## src/rtl/cache_miss_ctrl.sv

```systemverilog
// -----------------------------------------------------------------------------
// cache_miss_ctrl
//   Control path for a 2-way set-associative, write-back cache with 16-byte
//   lines. Hits complete in the same cycle they are presented (Mealy decode in
//   IDLE). A miss picks the LRU way as victim. If the victim is dirty, the line
//   is written back first (WRITEBACK). The new line is then fetched (ALLOCATE).
//   The request then completes as an ordinary hit back in IDLE.
//
// Ports
//   clk, rst_n                   clock, asynchronous active-low reset
//   mem_read, mem_write          CPU request (held until mem_resp); both = write
//   mem_address[15:0]            CPU byte address {tag, index, offset}
//   mem_resp                     one-cycle request-complete pulse
//   hit0/hit1, dirty0/dirty1     per-way hit and dirty status at current index
//   tag0/tag1                    per-way stored tags at current index
//   lru_of_set                   victim select from the LRU tracker (1 = way 1)
//   load_lru, set_one_hit,       LRU update strobe and which way was accessed
//   set_two_hit
//   load_way0/load_way1          install fetched line (data, tag, valid, clean)
//   set_dirty0/set_dirty1        mark way dirty on a write hit
//   wb_way                       way whose data drives pmem_wdata
//   pmem_read, pmem_write,       physical memory request, completed by
//   pmem_address, pmem_resp      pmem_resp
//   hit_count, miss_count        saturating statistics counters
// -----------------------------------------------------------------------------
module cache_miss_ctrl #(
  parameter int TAG_W   = 9,
  parameter int INDEX_W = 3
) (
  input  logic              clk,
  input  logic              rst_n,
  input  logic              mem_read,
  input  logic              mem_write,
  input  logic [15:0]       mem_address,
  output logic              mem_resp,
  input  logic              hit0,
  input  logic              hit1,
  input  logic              dirty0,
  input  logic              dirty1,
  input  logic [TAG_W-1:0]  tag0,
  input  logic [TAG_W-1:0]  tag1,
  input  logic              lru_of_set,
  output logic              load_lru,
  output logic              set_one_hit,
  output logic              set_two_hit,
  output logic              load_way0,
  output logic              load_way1,
  output logic              set_dirty0,
  output logic              set_dirty1,
  output logic              wb_way,
  output logic              pmem_read,
  output logic              pmem_write,
  output logic [15:0]       pmem_address,
  input  logic              pmem_resp,
  output logic [15:0]       hit_count,
  output logic [15:0]       miss_count
);

  localparam int OFFSET_W = 4;

  typedef enum logic [1:0] {
    IDLE      = 2'd0,
    WRITEBACK = 2'd1,
    ALLOCATE  = 2'd2
  } state_t;

  state_t             state_q, state_d;
  logic               victim_q;
  logic [TAG_W-1:0]   victim_tag_q;
  logic               hit_done;
  logic               miss_done;

  logic               req;
  logic               victim_dirty;
  logic [INDEX_W-1:0] index;
  logic               unused_offset;

  assign req          = mem_read | mem_write;
  assign victim_dirty = lru_of_set ? dirty1 : dirty0;
  assign index        = mem_address[INDEX_W+OFFSET_W-1:OFFSET_W];
  // Byte offset plays no part in line-granular control.
  assign unused_offset = ^mem_address[OFFSET_W-1:0];

  // NOTE: async reset belongs in the sensitivity list; state uses <= only so
  // every register samples the pre-edge values of its inputs.
  always_ff @(posedge clk or negedge rst_n) begin
    if (!rst_n) begin
      state_q      <= IDLE;
      victim_q     <= 1'b0;
      victim_tag_q <= '0;
      hit_count    <= '0;
      miss_count   <= '0;
    end else begin
      state_q <= state_d;
      // Victim and its tag are frozen at the miss decision so the writeback
      // address cannot drift if the tag array outputs change meanwhile.
      if (miss_done) begin
        victim_q     <= lru_of_set;
        victim_tag_q <= lru_of_set ? tag1 : tag0;
      end
      if (hit_done && hit_count != 16'hFFFF) begin
        hit_count <= hit_count + 16'd1;
      end
      if (miss_done && miss_count != 16'hFFFF) begin
        miss_count <= miss_count + 16'd1;
      end
    end
  end

  // NOTE: every output of this block gets a default first so no path through
  // the case statement can leave a signal unassigned and infer a latch.
  always_comb begin
    state_d      = state_q;
    mem_resp     = 1'b0;
    load_lru     = 1'b0;
    set_one_hit  = 1'b0;
    set_two_hit  = 1'b0;
    load_way0    = 1'b0;
    load_way1    = 1'b0;
    set_dirty0   = 1'b0;
    set_dirty1   = 1'b0;
    wb_way       = 1'b0;
    pmem_read    = 1'b0;
    pmem_write   = 1'b0;
    pmem_address = 16'h0000;
    hit_done     = 1'b0;
    miss_done    = 1'b0;

    // While reset is asserted every strobe stays low, even if a hitting
    // request is sitting on the inputs.
    if (rst_n) begin
      unique case (state_q)
        IDLE: begin
          if (req) begin
            if (hit0 | hit1) begin
              // Way 0 wins when both ways report a hit.
              mem_resp = 1'b1;
              load_lru = 1'b1;
              hit_done = 1'b1;
              if (hit0) begin
                set_one_hit = 1'b1;
                set_dirty0  = mem_write;
              end else begin
                set_two_hit = 1'b1;
                set_dirty1  = mem_write;
              end
            end else begin
              miss_done = 1'b1;
              state_d   = victim_dirty ? WRITEBACK : ALLOCATE;
            end
          end
        end

        WRITEBACK: begin
          pmem_write   = 1'b1;
          wb_way       = victim_q;
          pmem_address = {victim_tag_q, index, {OFFSET_W{1'b0}}};
          if (pmem_resp) begin
            state_d = ALLOCATE;
          end
        end

        ALLOCATE: begin
          pmem_read    = 1'b1;
          pmem_address = {mem_address[15:OFFSET_W], {OFFSET_W{1'b0}}};
          if (pmem_resp) begin
            load_way0 = ~victim_q;
            load_way1 = victim_q;
            state_d   = IDLE;
          end
        end

        default: state_d = IDLE;
      endcase
    end
  end

endmodule
```

## config.mk

```make
export PLATFORM = sky130hd
export DESIGN_NAME = cache_miss_ctrl
export DESIGN_NICKNAME = d
export VERILOG_FILES = /design/src/rtl/cache_miss_ctrl.sv
export SDC_FILE = /design/constraint.sdc
export NUM_CORES = 1
export LEC_CHECK = 0
export CAP_MARGIN = 20
export CORE_ASPECT_RATIO = 1.75
export CORE_MARGIN = 2
export CORE_UTILIZATION = 30
export CTS_BUF_LIST = sky130_fd_sc_hd__clkbuf_4
export CTS_CLUSTER_DIAMETER = 30
export DETAILED_ROUTE_END_ITERATION = 10
export MAX_ROUTING_LAYER = met4
export PLACE_DENSITY = 0.57
export SLEW_MARGIN = 15
export SYNTH_ARGS = -nofsm -noshare
export SYNTH_HDL_FRONTEND = slang
export SYNTH_SLANG_ARGS = --single-unit
```

## constraint.sdc

```tcl
create_clock -name clk -period 2.4 [get_ports clk]
set_input_delay 0.72 -clock clk [delete_from_list [all_inputs] [get_ports clk]]
set_output_delay 0.72 -clock clk [all_outputs]
set_load 0.01 [all_outputs]
```

---- Word-level counts from Yosys, hierarchy flattened ----
Index checks and enable logic that the tools add are counted.
storage, ports and cells
  output and inout port bits .............. 59
  logic and storage cells ................. 72
  flip-flop bits (word level) ............. 44
cells by class
  bitwise operators ....................... 3
  reduce and logical (&&, ||, !) cells .... 4
  $add $sub $neg .......................... 2
  muxes and demuxes ....................... 50
  eq/ne operators ......................... 8
operators with widths
  operator                                                          number
  1-bit 2-to-1 mux                                                  41
  16-bit by 1-bit adder with 16-bit output (second input constant)  2
  16-bit inequality test (second input constant)                    2
  16-bit one-hot mux with 2 select lines                            1
  16-bit 2-to-1 mux                                                 1
  2-bit 2-to-1 mux                                                  5
  9-bit 2-to-1 mux                                                  1
  2-bit inequality test (second input constant)                     4
  2-bit one-hot mux with 3 select lines                             1
  5-bit AND reduction                                               1
  2-bit by 1-bit == test with 1-bit output (second input constant)  1
  2-bit == test (second input constant)                             1
  1-bit logical AND                                                 2
  2-bit zero test                                                   1
  1-bit bitwise OR                                                  2
  1-bit inverter                                                    1

---- Depth between registers and ports, before layout ----
  depth in word-level cells ............... 6
  depth in mapped cells ................... 8
  mapped depth without buffers ............ 6

---- Worst setup path before layout ----
No wires, ideal clock.
  kind .................................... input -> output
  start ................................... input mem_read
  end ..................................... output mem_resp
  arrival time ............................ 1.542 ns
  setup slack ............................. 0.138 ns
  stages .................................. 4
  cells stage by stage .................... o211ai_1 -> buf_6 -> nor2_1 -> buf_4
on the way
  longest elaborated chain between the ends .. 4
ends and longest elaborated chain
  element                        line  RTL
  start: declaration             32    input logic mem_read,
  1-bit bitwise OR               78    assign req = mem_read | mem_write;
  1-bit 2-to-1 mux (3 in a row)  --
  end: declaration               35    output logic mem_resp,
Every way passes these cells.

---- Worst setup path in the final report ----
  start ................................... register state_q[0]
  end ..................................... output pmem_address[8]
on the way
  longest elaborated chain between the ends .. 3
  elaborated cells between the ends (all ways) .. 4
ends and longest elaborated chain
  element                                                                    line  RTL
  start: declaration                                                         67    state_t state_q, state_d;
  start signal: assignment                                                   94    state_q <= state_d;
  2-bit == test or 2-bit by 1-bit == test with 1-bit output (tied branches)  132   unique case (state_q)
  16-bit one-hot mux with 2 select lines (*)                                 132
  16-bit 2-to-1 mux (*)                                                      131   if (rst_n) begin
  end: declaration                                                           53    output logic [15:0] pmem_address,
Every way passes the cells marked *; elsewhere a longest branch is shown, timed or not.

==> results.yml <==
yosys:
  async_reset_ff_share_pct: 100.0
  synth_seq_cells: 44
  ys_seq_area_share_pct: 43.10
  synthMuxAreaShare_pct: 7.542
  synth_area_mm2: 0.002555
  synth_compound_area_share_pct: 11.26
  synth_adder_area_share_pct: 2.938
  synth_top_family_by_area: "simple AND/OR/NAND/NOR gates"
  synth_flop_cell: "dfrtp_1"
  ys_types: 47
  synth.avg_cell_area_um2: 9.903
  syn_inst: 258
  synth_edf_count: 0
  yosys_warnings: 0
  synth_xor_area_share_pct: 7.199
  yosys.area_share.simple_pct: 24.24
route:
  drc: 0
  final_antenna_net_count: 0
  via_per_inst: 4.716
  drt_iter0_drc: 74
  drt_wl_total_um: 7100
  met2_length_um: 4038
  wl_met3_um: 419
  wire_per_inst_um: 13.92
  top_layer: "met4"
  dr.pass1.iters: 4
  drt-met1-wl_um: 2553
  vias: 2405
die:
  core_mm2: 0.008313
  fp.dieW_um: 73.76
  die_h_um: 126.1
  fp-row-count: 44
  initial_core_util_pct: 30.73
  io_pins: 103
  dieArea_mm2: 0.009300
setup_path:
  crit_type: "register to output port"
  r2r_start: "state_q[1]"
  crit_start: "state_q[0]"
  cp_max_fo: 11
  reg2reg_slack_ns: 0.14
  crit_required_ns: 1.68
  worst_setup_path_end_kind: "output port"
  crit-reg2reg-capture: "hit_count[9]"
  reg2reg_depth: 12
  startpoint_type: "register"
  critical_path_arrival_ns: 1.65
clock_network:
  cts_tree: "yes"
  clkTransAtPathRegs_ns: 0.14
  cts_hold_buf: 0
  clock-sinks: 44
  clock-root-buffer: "clkbuf_4"
  cts_buffers: 5
  htree_levels: 2
  clockBufferDepth: 2
  clock_latency_ns: 0.37
finish:
  fin_util_pct: 48.36
  syn_to_final_growth_pct: 57.35
  layout_common_cells: "66 x clkdlybuf4s50_1, 44 x dfrtp_1, 40 x buf_4, 23 x nand2_1, 17 x xnor2_1"
  nFillCells: 801
  final_cell_count_no_fill: 510
  antennaDiodeCount: 0
  nets: 444
  final_common_cell: "clkdlybuf4s50_1"
  drive_gt1_share_pct: 28.35
global_route:
  grt_first_pass_wirelength_um: 11520
  grt_pass1_vias: 2472
  grt_max_degree: 26
  globalRoute.totalOverflow: 0
  antenna_found_initial: 0
  track_usage_pct: 16.30
sta:
  period_minus_slack_ns: 2.373
  hold-worst-slack_ns: 0.3494
  slew_viol_final: 0
  setup_violations: 0
  max_freq_ghz: 0.4214
  rsz0062_at_grt: "yes"
  setup_tns_ns: 0
  finalHoldViolCount: 0
  fin_crit_sh_pct: 98.87
  fin_skew_ns: 0.006198
job:
  cap_viol_max_count: 0
place:
  place.gp.congestion: 0.7557
  dpl.hpwl_um: 5568
  place_inst: 490
  portBuffers: 94
pwr:
  ir_drop_uv: 352.7
  power_leakage_uw: 0.001759
  finalPower_uw: 2669
  cellPowerDensity_mw_per_mm2: 663.9
hold_path:
  hp-class: "input port to asynchronous set/reset pin"
outcome:
  status: "finished, final reports clean"
## state kept, by name, summed over array words and instances (netlist names)
register,count
miss_count,16
hit_count,16
victim_q,1
victim_tag_q,9
state_q,2
## metal layers
metal	vias to the layer above	track usage, %
li1	1199	-
met3	8	3.280
met1	1118	16.08
met2	80	30.72
met5	-	-
met4	0	4.813
## critical path, cell delays in order, from the launching register on
cell and delay, ns:
dfrtp_1 0.42, buf_4 0.15, ha_4 0.18, buf_8 0.14, a22oi_1 0.19, nor2_2 0.06
buf_2 0.14
## cell families (layout without fill, tap and decap cells)
group | Yosys count | count (layout)
AND/OR/NAND/NOR | 107 | 107
flip-flops | 44 | 44
AO/OA/AOI/OAI | 44 | 44
multiplexers | 18 | 18
other | 1 | 4
XOR/XNOR | 21 | 21
buffers and inverters | 17 | 151
adder cells (fa/ha/maj) | 6 | 6
## repair_timing
action | CTS | global route
gates cloned | 1 | 0
pin swaps | 11 | 7
setup endpoints to repair | 23 | 22
resized for setup | 100 | 19
hold endpoints to repair | 0 | 0
setup buffers | 9 | 2
## synthesized netlist by cell type, types with 4 or more instances
cell      count  area (um2)
nor4_2        4       50.05
o21ai_0       9       45.04
nand2_1      24       90.09
ha_1          6       75.07
and3_1        6       37.54
and2_1        7       43.79
o211ai_1      6       45.04
mux2_2        5       56.30
mux2i_1      11       110.1
nand4_1       7       43.79
xnor2_1      17       148.9
clkbuf_1      6       22.52
nor3_1        4       20.02
nor2_1       23       86.33
nand3_1      13       65.06
xor2_1        4       35.03
buf_4         5       37.54
a22oi_1      10       75.07
dfrtp_1      44        1101
inv_1         4       15.01
o21ai_1       6       30.03
## worst max path at each step
stage	end	slack, ns	cells after the start
floorplan	mem_resp	0.14	4
global placement	load_lru	-0.51	4
detailed placement	load_lru	-0.53	4
CTS	pmem_address[5]	-0.03	7
global route	pmem_address[5]	-0.04	7
finish	pmem_address[8]	0.03	6
## power by group
group | switching, uW | internal (uW) | leakage, uW | total, uW
clock | 268 | 116 | 0.0000274 | 384
sequential | 160 | 904 | 0.000584 | 1060
combinational | 539 | 682 | 0.00115 | 1220
## per-stage QoR
| step | cell area [um2] | setup slack [ns] |
|---|---|---|
| after CTS | 3953 | -0.02672 |
| final | 4020 | 0.02702 |
| after detailed placement | 3817 | -0.5329 |
| after global placement | 3817 | -0.5095 |
| after global routing | 4020 | -0.04481 |
| after floorplan | 2566 | 0.1382 |
## area by class of cell
cell class,instances,area [um2],share of cell area [%]
clock buffers,5,37.54,0.9337
clock inverters,3,23.77,0.5913
inverters,4,15.01,0.3735
multi-input cells,200,1480,36.82
flip-flops and latches,44,1101,27.39
well taps,115,143.9,3.579
repair buffers,139,1219,30.31
Power figures use the tool's default switching activity.
